### src/rtl/traffic_pkg.sv
// Shared types for the intersection sensor conditioner and light controller.
package traffic_pkg;

  // MSB of the encoding is the debounced level, so it can be used directly as a flop output.
  typedef enum logic [1:0] {
    DB_LOW  = 2'b00,
    DB_RISE = 2'b01,
    DB_HIGH = 2'b10,
    DB_FALL = 2'b11
  } deb_state_t;

  typedef enum logic [1:0] {
    P_IDLE   = 2'b00,
    P_ACTIVE = 2'b01,
    P_REARM  = 2'b10
  } prio_state_t;

  typedef enum logic [1:0] {
    LIGHT_RED    = 2'b00,
    LIGHT_YELLOW = 2'b01,
    LIGHT_GREEN  = 2'b10
  } light_t;

  // Bits needed to hold values 0..max_val.
  function automatic int unsigned ctr_width(input int unsigned max_val);
    return (max_val < 2) ? 1 : $clog2(max_val + 1);
  endfunction

endpackage

### src/rtl/sensor_debounce.sv
// Two-flop synchroniser plus tick-sampled debouncer for one raw detector input.
module sensor_debounce
  import traffic_pkg::*;
#(
  parameter int unsigned DEB_TICKS = 4
) (
  input  logic clk,
  input  logic rst_n,
  input  logic tick,
  input  logic raw,
  output logic deb,
  output logic rise_c,
  output logic fall_c
);

  localparam int unsigned CW = ctr_width(DEB_TICKS);

  logic [1:0]    sync_q;
  logic          s;
  deb_state_t    state_q, state_d;
  logic [CW-1:0] cnt_q, cnt_d;

  assign s   = sync_q[1];
  assign deb = state_q[1];

  always_ff @(posedge clk or negedge rst_n) begin
    if (!rst_n) begin
      sync_q  <= '0;
      state_q <= DB_LOW;
      cnt_q   <= '0;
    end else begin
      sync_q  <= {sync_q[0], raw};
      state_q <= state_d;
      cnt_q   <= cnt_d;
    end
  end

  // Count consecutive disagreeing samples; any agreeing sample restarts the count.
  always_comb begin
    state_d = state_q;
    cnt_d   = cnt_q;
    rise_c  = 1'b0;
    fall_c  = 1'b0;
    if (tick) begin
      if (s == deb) begin
        cnt_d   = '0;
        state_d = deb ? DB_HIGH : DB_LOW;
      end else if (cnt_q == CW'(DEB_TICKS - 1)) begin
        cnt_d   = '0;
        state_d = deb ? DB_LOW : DB_HIGH;
        rise_c  = ~deb;
        fall_c  = deb;
      end else begin
        cnt_d   = cnt_q + CW'(1);
        state_d = deb ? DB_FALL : DB_RISE;
      end
    end
  end

endmodule

### src/rtl/traffic_sensor_cond.sv
// Detector/emergency conditioner feeding the light controller: debounce, hold, priority FSM.
// Optional car counters enabled with `define TRAFFIC_STATS_EN.
module traffic_sensor_cond
  import traffic_pkg::*;
#(
  parameter int unsigned DEB_TICKS  = 4,
  parameter int unsigned HOLD_TICKS = 8,
  parameter int unsigned PRIO_TICKS = 64,
  parameter int unsigned CNT_W      = 8
) (
  input  logic             clk,
  input  logic             rst_n,
  input  logic             tick,
  input  logic             det_a_raw,
  input  logic             det_b_raw,
  input  logic             emerg_raw,
  input  logic             emerg_clr,
  input  logic             stats_clr,
  output logic             Ta,
  output logic             Tb,
  output logic             prio,
  output logic [CNT_W-1:0] cars_a,
  output logic [CNT_W-1:0] cars_b
);

  localparam int unsigned HW = ctr_width(HOLD_TICKS);
  localparam int unsigned TW = ctr_width(PRIO_TICKS);

  logic deb_a, rise_a_c, fall_a_c;
  logic deb_b, rise_b_c, fall_b_c;
  logic deb_e, rise_e_c, unused_fall_e_c;

  sensor_debounce #(.DEB_TICKS(DEB_TICKS)) u_deb_a (
    .clk(clk), .rst_n(rst_n), .tick(tick), .raw(det_a_raw),
    .deb(deb_a), .rise_c(rise_a_c), .fall_c(fall_a_c)
  );

  sensor_debounce #(.DEB_TICKS(DEB_TICKS)) u_deb_b (
    .clk(clk), .rst_n(rst_n), .tick(tick), .raw(det_b_raw),
    .deb(deb_b), .rise_c(rise_b_c), .fall_c(fall_b_c)
  );

  sensor_debounce #(.DEB_TICKS(DEB_TICKS)) u_deb_e (
    .clk(clk), .rst_n(rst_n), .tick(tick), .raw(emerg_raw),
    .deb(deb_e), .rise_c(rise_e_c), .fall_c(unused_fall_e_c)
  );

  // Hold timers load on the same edge the debounced level falls, so Ta/Tb never dip.
  logic [HW-1:0] hold_a, hold_b;

  always_ff @(posedge clk or negedge rst_n) begin
    if (!rst_n)                        hold_a <= '0;
    else if (rise_a_c)                 hold_a <= '0;
    else if (fall_a_c)                 hold_a <= HW'(HOLD_TICKS);
    else if (tick && hold_a != '0)     hold_a <= hold_a - HW'(1);
  end

  always_ff @(posedge clk or negedge rst_n) begin
    if (!rst_n)                        hold_b <= '0;
    else if (rise_b_c)                 hold_b <= '0;
    else if (fall_b_c)                 hold_b <= HW'(HOLD_TICKS);
    else if (tick && hold_b != '0)     hold_b <= hold_b - HW'(1);
  end

  always_ff @(posedge clk or negedge rst_n) begin
    if (!rst_n) begin
      Ta <= 1'b0;
      Tb <= 1'b0;
    end else begin
      Ta <= deb_a | (hold_a != '0);
      Tb <= deb_b | (hold_b != '0);
    end
  end

  // Priority FSM runs one cycle behind the debounced emergency edge.
  prio_state_t   state_q, state_d;
  logic [TW-1:0] timer_q, timer_d;
  logic          e_rise_q;

  always_ff @(posedge clk or negedge rst_n) begin
    if (!rst_n) begin
      state_q  <= P_IDLE;
      timer_q  <= '0;
      e_rise_q <= 1'b0;
      prio     <= 1'b0;
    end else begin
      state_q  <= state_d;
      timer_q  <= timer_d;
      e_rise_q <= rise_e_c;
      prio     <= (state_d == P_ACTIVE);
    end
  end

  always_comb begin
    state_d = state_q;
    timer_d = timer_q;
    unique case (state_q)
      P_IDLE: begin
        if (e_rise_q) begin
          if (emerg_clr) begin
            state_d = P_REARM;
          end else begin
            state_d = P_ACTIVE;
            timer_d = TW'(PRIO_TICKS);
          end
        end
      end
      P_ACTIVE: begin
        if (emerg_clr) begin
          state_d = P_REARM;
        end else if (tick) begin
          timer_d = timer_q - TW'(1);
          if (timer_q == TW'(1)) state_d = P_REARM;
        end
      end
      P_REARM: begin
        if (!deb_e) state_d = P_IDLE;
      end
      default: state_d = P_IDLE;
    endcase
  end

`ifdef TRAFFIC_STATS_EN
  // Saturating arrival counters; clear takes precedence over a same-cycle arrival.
  always_ff @(posedge clk or negedge rst_n) begin
    if (!rst_n) begin
      cars_a <= '0;
      cars_b <= '0;
    end else if (stats_clr) begin
      cars_a <= '0;
      cars_b <= '0;
    end else begin
      if (rise_a_c && cars_a != {CNT_W{1'b1}}) cars_a <= cars_a + CNT_W'(1);
      if (rise_b_c && cars_b != {CNT_W{1'b1}}) cars_b <= cars_b + CNT_W'(1);
    end
  end

  logic unused_sig;
  assign unused_sig = unused_fall_e_c;
`else
  assign cars_a = '0;
  assign cars_b = '0;

  logic unused_sig;
  assign unused_sig = unused_fall_e_c ^ stats_clr;
`endif

endmodule

### config.mk
export PLATFORM = sky130hd
export DESIGN_NAME = traffic_sensor_cond
export DESIGN_NICKNAME = d
export VERILOG_FILES = /design/src/rtl/traffic_pkg.sv /design/src/rtl/sensor_debounce.sv /design/src/rtl/traffic_sensor_cond.sv
export SDC_FILE = /design/constraint.sdc
export NUM_CORES = 1
export LEC_CHECK = 0
export CAP_MARGIN = 15
export CORE_MARGIN = 2
export CORE_UTILIZATION = 50
export DETAILED_ROUTE_END_ITERATION = 8
export PLACE_DENSITY = 0.8
export REMOVE_ABC_BUFFERS = 1
export SKIP_CTS_REPAIR_TIMING = 1
export SYNTH_ARGS = -nofsm -noshare
export SYNTH_HDL_FRONTEND = slang
export SYNTH_SLANG_ARGS = --single-unit
### constraint.sdc
create_clock -name clk -period 2.4 [get_ports clk]
set_input_delay 0.72 -clock clk [delete_from_list [all_inputs] [get_ports clk]]
set_output_delay 0.72 -clock clk [all_outputs]
set_load 0.03 [all_outputs]
==> run summary <==
CTS tree -> built
Setup crit end kind -> flop
PwrDens -> 991 nW/um^2
Syn Std Cell Area -> 1970 um^2
Clk pin slew, worst setup/hold paths -> 0.07 ns
Worst hold path class -> flop to flop
Actual slew at the worst max-slew pin -> 0.614 ns
Status -> finished clean
CP dominant cell by count -> or4_1
Routed WL per cell -> 12.8 um
Cell taking the most area after synthesis -> dfrtp_1
Row cnt -> 22
Critical path arrival -> 2.29 ns
Synth top area cells -> dfrtp_1 50%, buf_4 6.1%, ha_1 4.5%, a21oi_1 2.3%, mux2_2 2.3%
I/O Pins -> 27
Detail Route Antenna Nets -> 0
Tmin final -> 2.07 ns
Hold Violations, Final -> 0
Vias/cell -> 5.28
Clock buffer depth -> 2
TNS Setup -> 0 ns
Final WL -> 3170 um
Fmax -> 0.483 GHz
Startpoint types -> input port
RSZ-0062 raised after global routing -> no
Worst Skew -> 0.00922 ns
Port bufs -> 9
VDD IR max -> 0.479 mV
Combinational Power Share -> 32.4%
H-tree Lvls -> 2
Root Buffer -> clkbuf_8
Synth-to-Final Area Change -> 10.1%
Post-route DRC -> 0
Clk_lat worst skew -> 0.29 ns
Top cells by count, synth -> 39 x dfrtp_1, 16 x buf_4, 10 x inv_1, 9 x a21oi_1, 8 x o21ai_0
Power Internal -> 0.00141 W
Final slew viol count -> 0
Number of fill cells -> 336
Pleak -> 0.987 nW
Yosys warnings -> 0
Sequential power share -> 47.0%
Fin crit share -> 86.2%
Required time worst endpoint -> 2.62 ns
Net Switching -> 0.000735 W
CTS buffer count -> 5
Crit Path Class -> input port to flop
Final setup vio count -> 0
Seq/Total Area, Yosys -> 49.6%
Ordered list of cells on the worst path -> clkdlybuf4s50_1, or4_1, or4_1, a21oi_1
Switch share -> 34.2%
Slowest CP cell -> or4_1
Most common cell in the netlist -> dfrtp_1
Synth Flop Type -> dfrtp_1
Share of layout cells above drive strength 1 -> 12.0%
Clock Sink Count -> 39
Post-synth EDFFs -> 0
Initial core utilization -> 53.0%
Via count -> 1310
Number of distinct library cells after synthesis -> 46
Fin util -> 58.3%
Crit path max fanout -> 5
Synthesized area per cell -> 10.7 um^2
Placeable core area -> 3720 um^2
Slew margin rel. -> 57.9%
Gr ovfl total -> 0
Vias in the first global route -> 1166
#FFs+latches synth -> 39
Antenna Cells -> 0
Die area -> 4450 um^2
Share of the synthesized area in the top cell type -> 49.6%
RePlAce Congestion -> 0.774
CP max stage delay -> 0.50 ns
Post-synthesis cell count -> 184
Global-route wire length before repair -> 5200 um
Initial antenna violation count -> 0
Nets@finish -> 215
1st-iter DRT viols -> 127
Max Cap Viol -> 0
Pin count of the biggest net entering global routing -> 40
Die W -> 66.7 um
Chip Height -> 66.7 um
Clk pwr share -> 20.6%
GRT Util Overall -> 15.8%
Detailed Place HPWL -> 2190 um
Pre-antenna DRT Iters -> 4
Post-synthesis async set-or-reset flop share -> 100%
==> kinds of logic after synthesis <==
family / Yosys count / synth area share, %
and+or+nand+nor: 58 / 19.1
other: 1 / 0.191
adders and majority gates: 7 / 4.45
DFF: 39 / 49.6
buffers and inverters: 33 / 9.35
AOI/OAI and AO/OA: 34 / 11.3
muxes: 7 / 3.81
xor gates and xnor gates: 5 / 2.23
==> routing by layer <==
metal | GRT usage, % | up-vias | share of wire (%) | routed length, um
met5 | 0 | - | 0 | 0
met4 | 7.40 | 0 | 1.4 | 44
met3 | 4.05 | 4 | 4.1 | 129
met2 | 25.3 | 22 | 47 | 1470
met1 | 19.9 | 634 | 48 | 1520
li1 | - | 650 | - | -
==> placed cells by master, fill, tap and decap left out, types with 2 or more instances in the layout <==
| cell | instances |
|---|---|
| nand3_1 | 4 |
| or3b_1 | 2 |
| clkdlybuf4s50_1 | 8 |
| clkbuf_8 | 6 |
| inv_1 | 10 |
| conb_1 | 16 |
| nor3b_1 | 3 |
| nor3_1 | 3 |
| o31ai_1 | 3 |
| nand3b_1 | 2 |
| xnor2_1 | 3 |
| o2bb2ai_1 | 3 |
| or3_1 | 4 |
| ha_1 | 7 |
| buf_4 | 7 |
| nand4_1 | 2 |
| nor2b_1 | 4 |
| nor4b_1 | 2 |
| xor2_1 | 2 |
| dfrtp_1 | 39 |
| mux2_2 | 4 |
| nand2_1 | 6 |
| mux2i_1 | 3 |
| and4b_1 | 2 |
| or4_1 | 4 |
| nand2b_1 | 6 |
| o211ai_1 | 2 |
| o21ai_0 | 8 |
| a21oi_1 | 9 |
| nor2_1 | 7 |
==> state kept, by name (all words and copies together) (netlist names), 2 cells and up <==
signal / flops
timer_q: 7
hold_b: 4
u_deb_e.cnt_q: 3
u_deb_b.sync_q: 2
u_deb_a.cnt_q: 3
hold_a: 4
u_deb_b.cnt_q: 3
u_deb_a.sync_q: 2
state_q: 2
u_deb_e.sync_q: 2
==> final timing paths <==
kind                       cells past startpoint                         from  slack [ns]                      endpoint
max                                            4                    emerg_clr        0.33        timer_q[5]$_DFFE_PN0P_
min                                            0  u_deb_a.sync_q[0]$_DFF_PN0_        0.34   u_deb_a.sync_q[1]$_DFF_PN0_
max reg2reg                                    3       timer_q[4]$_DFFE_PN0P_        0.64          state_q[1]$_DFF_PN0_
min reg2reg                                    0  u_deb_a.sync_q[0]$_DFF_PN0_        0.34   u_deb_a.sync_q[1]$_DFF_PN0_
max in group asynchronous                      2                        rst_n        1.59  u_deb_a.cnt_q[0]$_DFFE_PN0P_
min in group asynchronous                      2                        rst_n        0.47        timer_q[4]$_DFFE_PN0P_
==> metrics by stage <==
stage	hold WS (ns)	total power (W)	std cells	setup WS, ns	instance area [um^2]
3_5_place_dp	0.335	0.00172	241	0.0417	2080
6_report	0.343	0.00215	248	0.331	2170
5_1_grt	0.352	0.00231	248	0.289	2170
2_1_floorplan	0.331	0.00153	177	0.630	1880
3_3_place_gp	0.332	0.00168	241	0.0746	2080
4_1_cts	0.349	0.00216	248	0.331	2170
==> critical path, delay by kind of cell <==
kind | cells | cell delay [ns]
buffers and inverters | 1 | 0.49
and+or+nand+nor | 2 | 0.92
AOI/OAI and AO/OA | 1 | 0.16
==> final cells by class <==
class                   count  area (um^2)  area share (%)
clock buffers               6         82.6            3.81
clock inverters             1         5.00           0.231
inverters                  11         41.3            1.91
multi-input cells         127          865            39.9
flip-flops and latches     39          976            45.0
well taps                  48         60.1            2.77
repair buffers             16          138            6.35
==> power groups by stage <==
stage | Sequential [W] | Combinational [W] | Clock (W)
after detailed placement | 0.00102 | 0.000701 | 0
after floorplan | 0.000999 | 0.000532 | 0
after global routing | 0.00104 | 0.000793 | 0.000479
final | 0.00101 | 0.000696 | 0.000443
after global placement | 0.00101 | 0.000673 | 0
after CTS | 0.00101 | 0.000705 | 0.000452
Note: power is estimated with default switching activity, not from simulation.
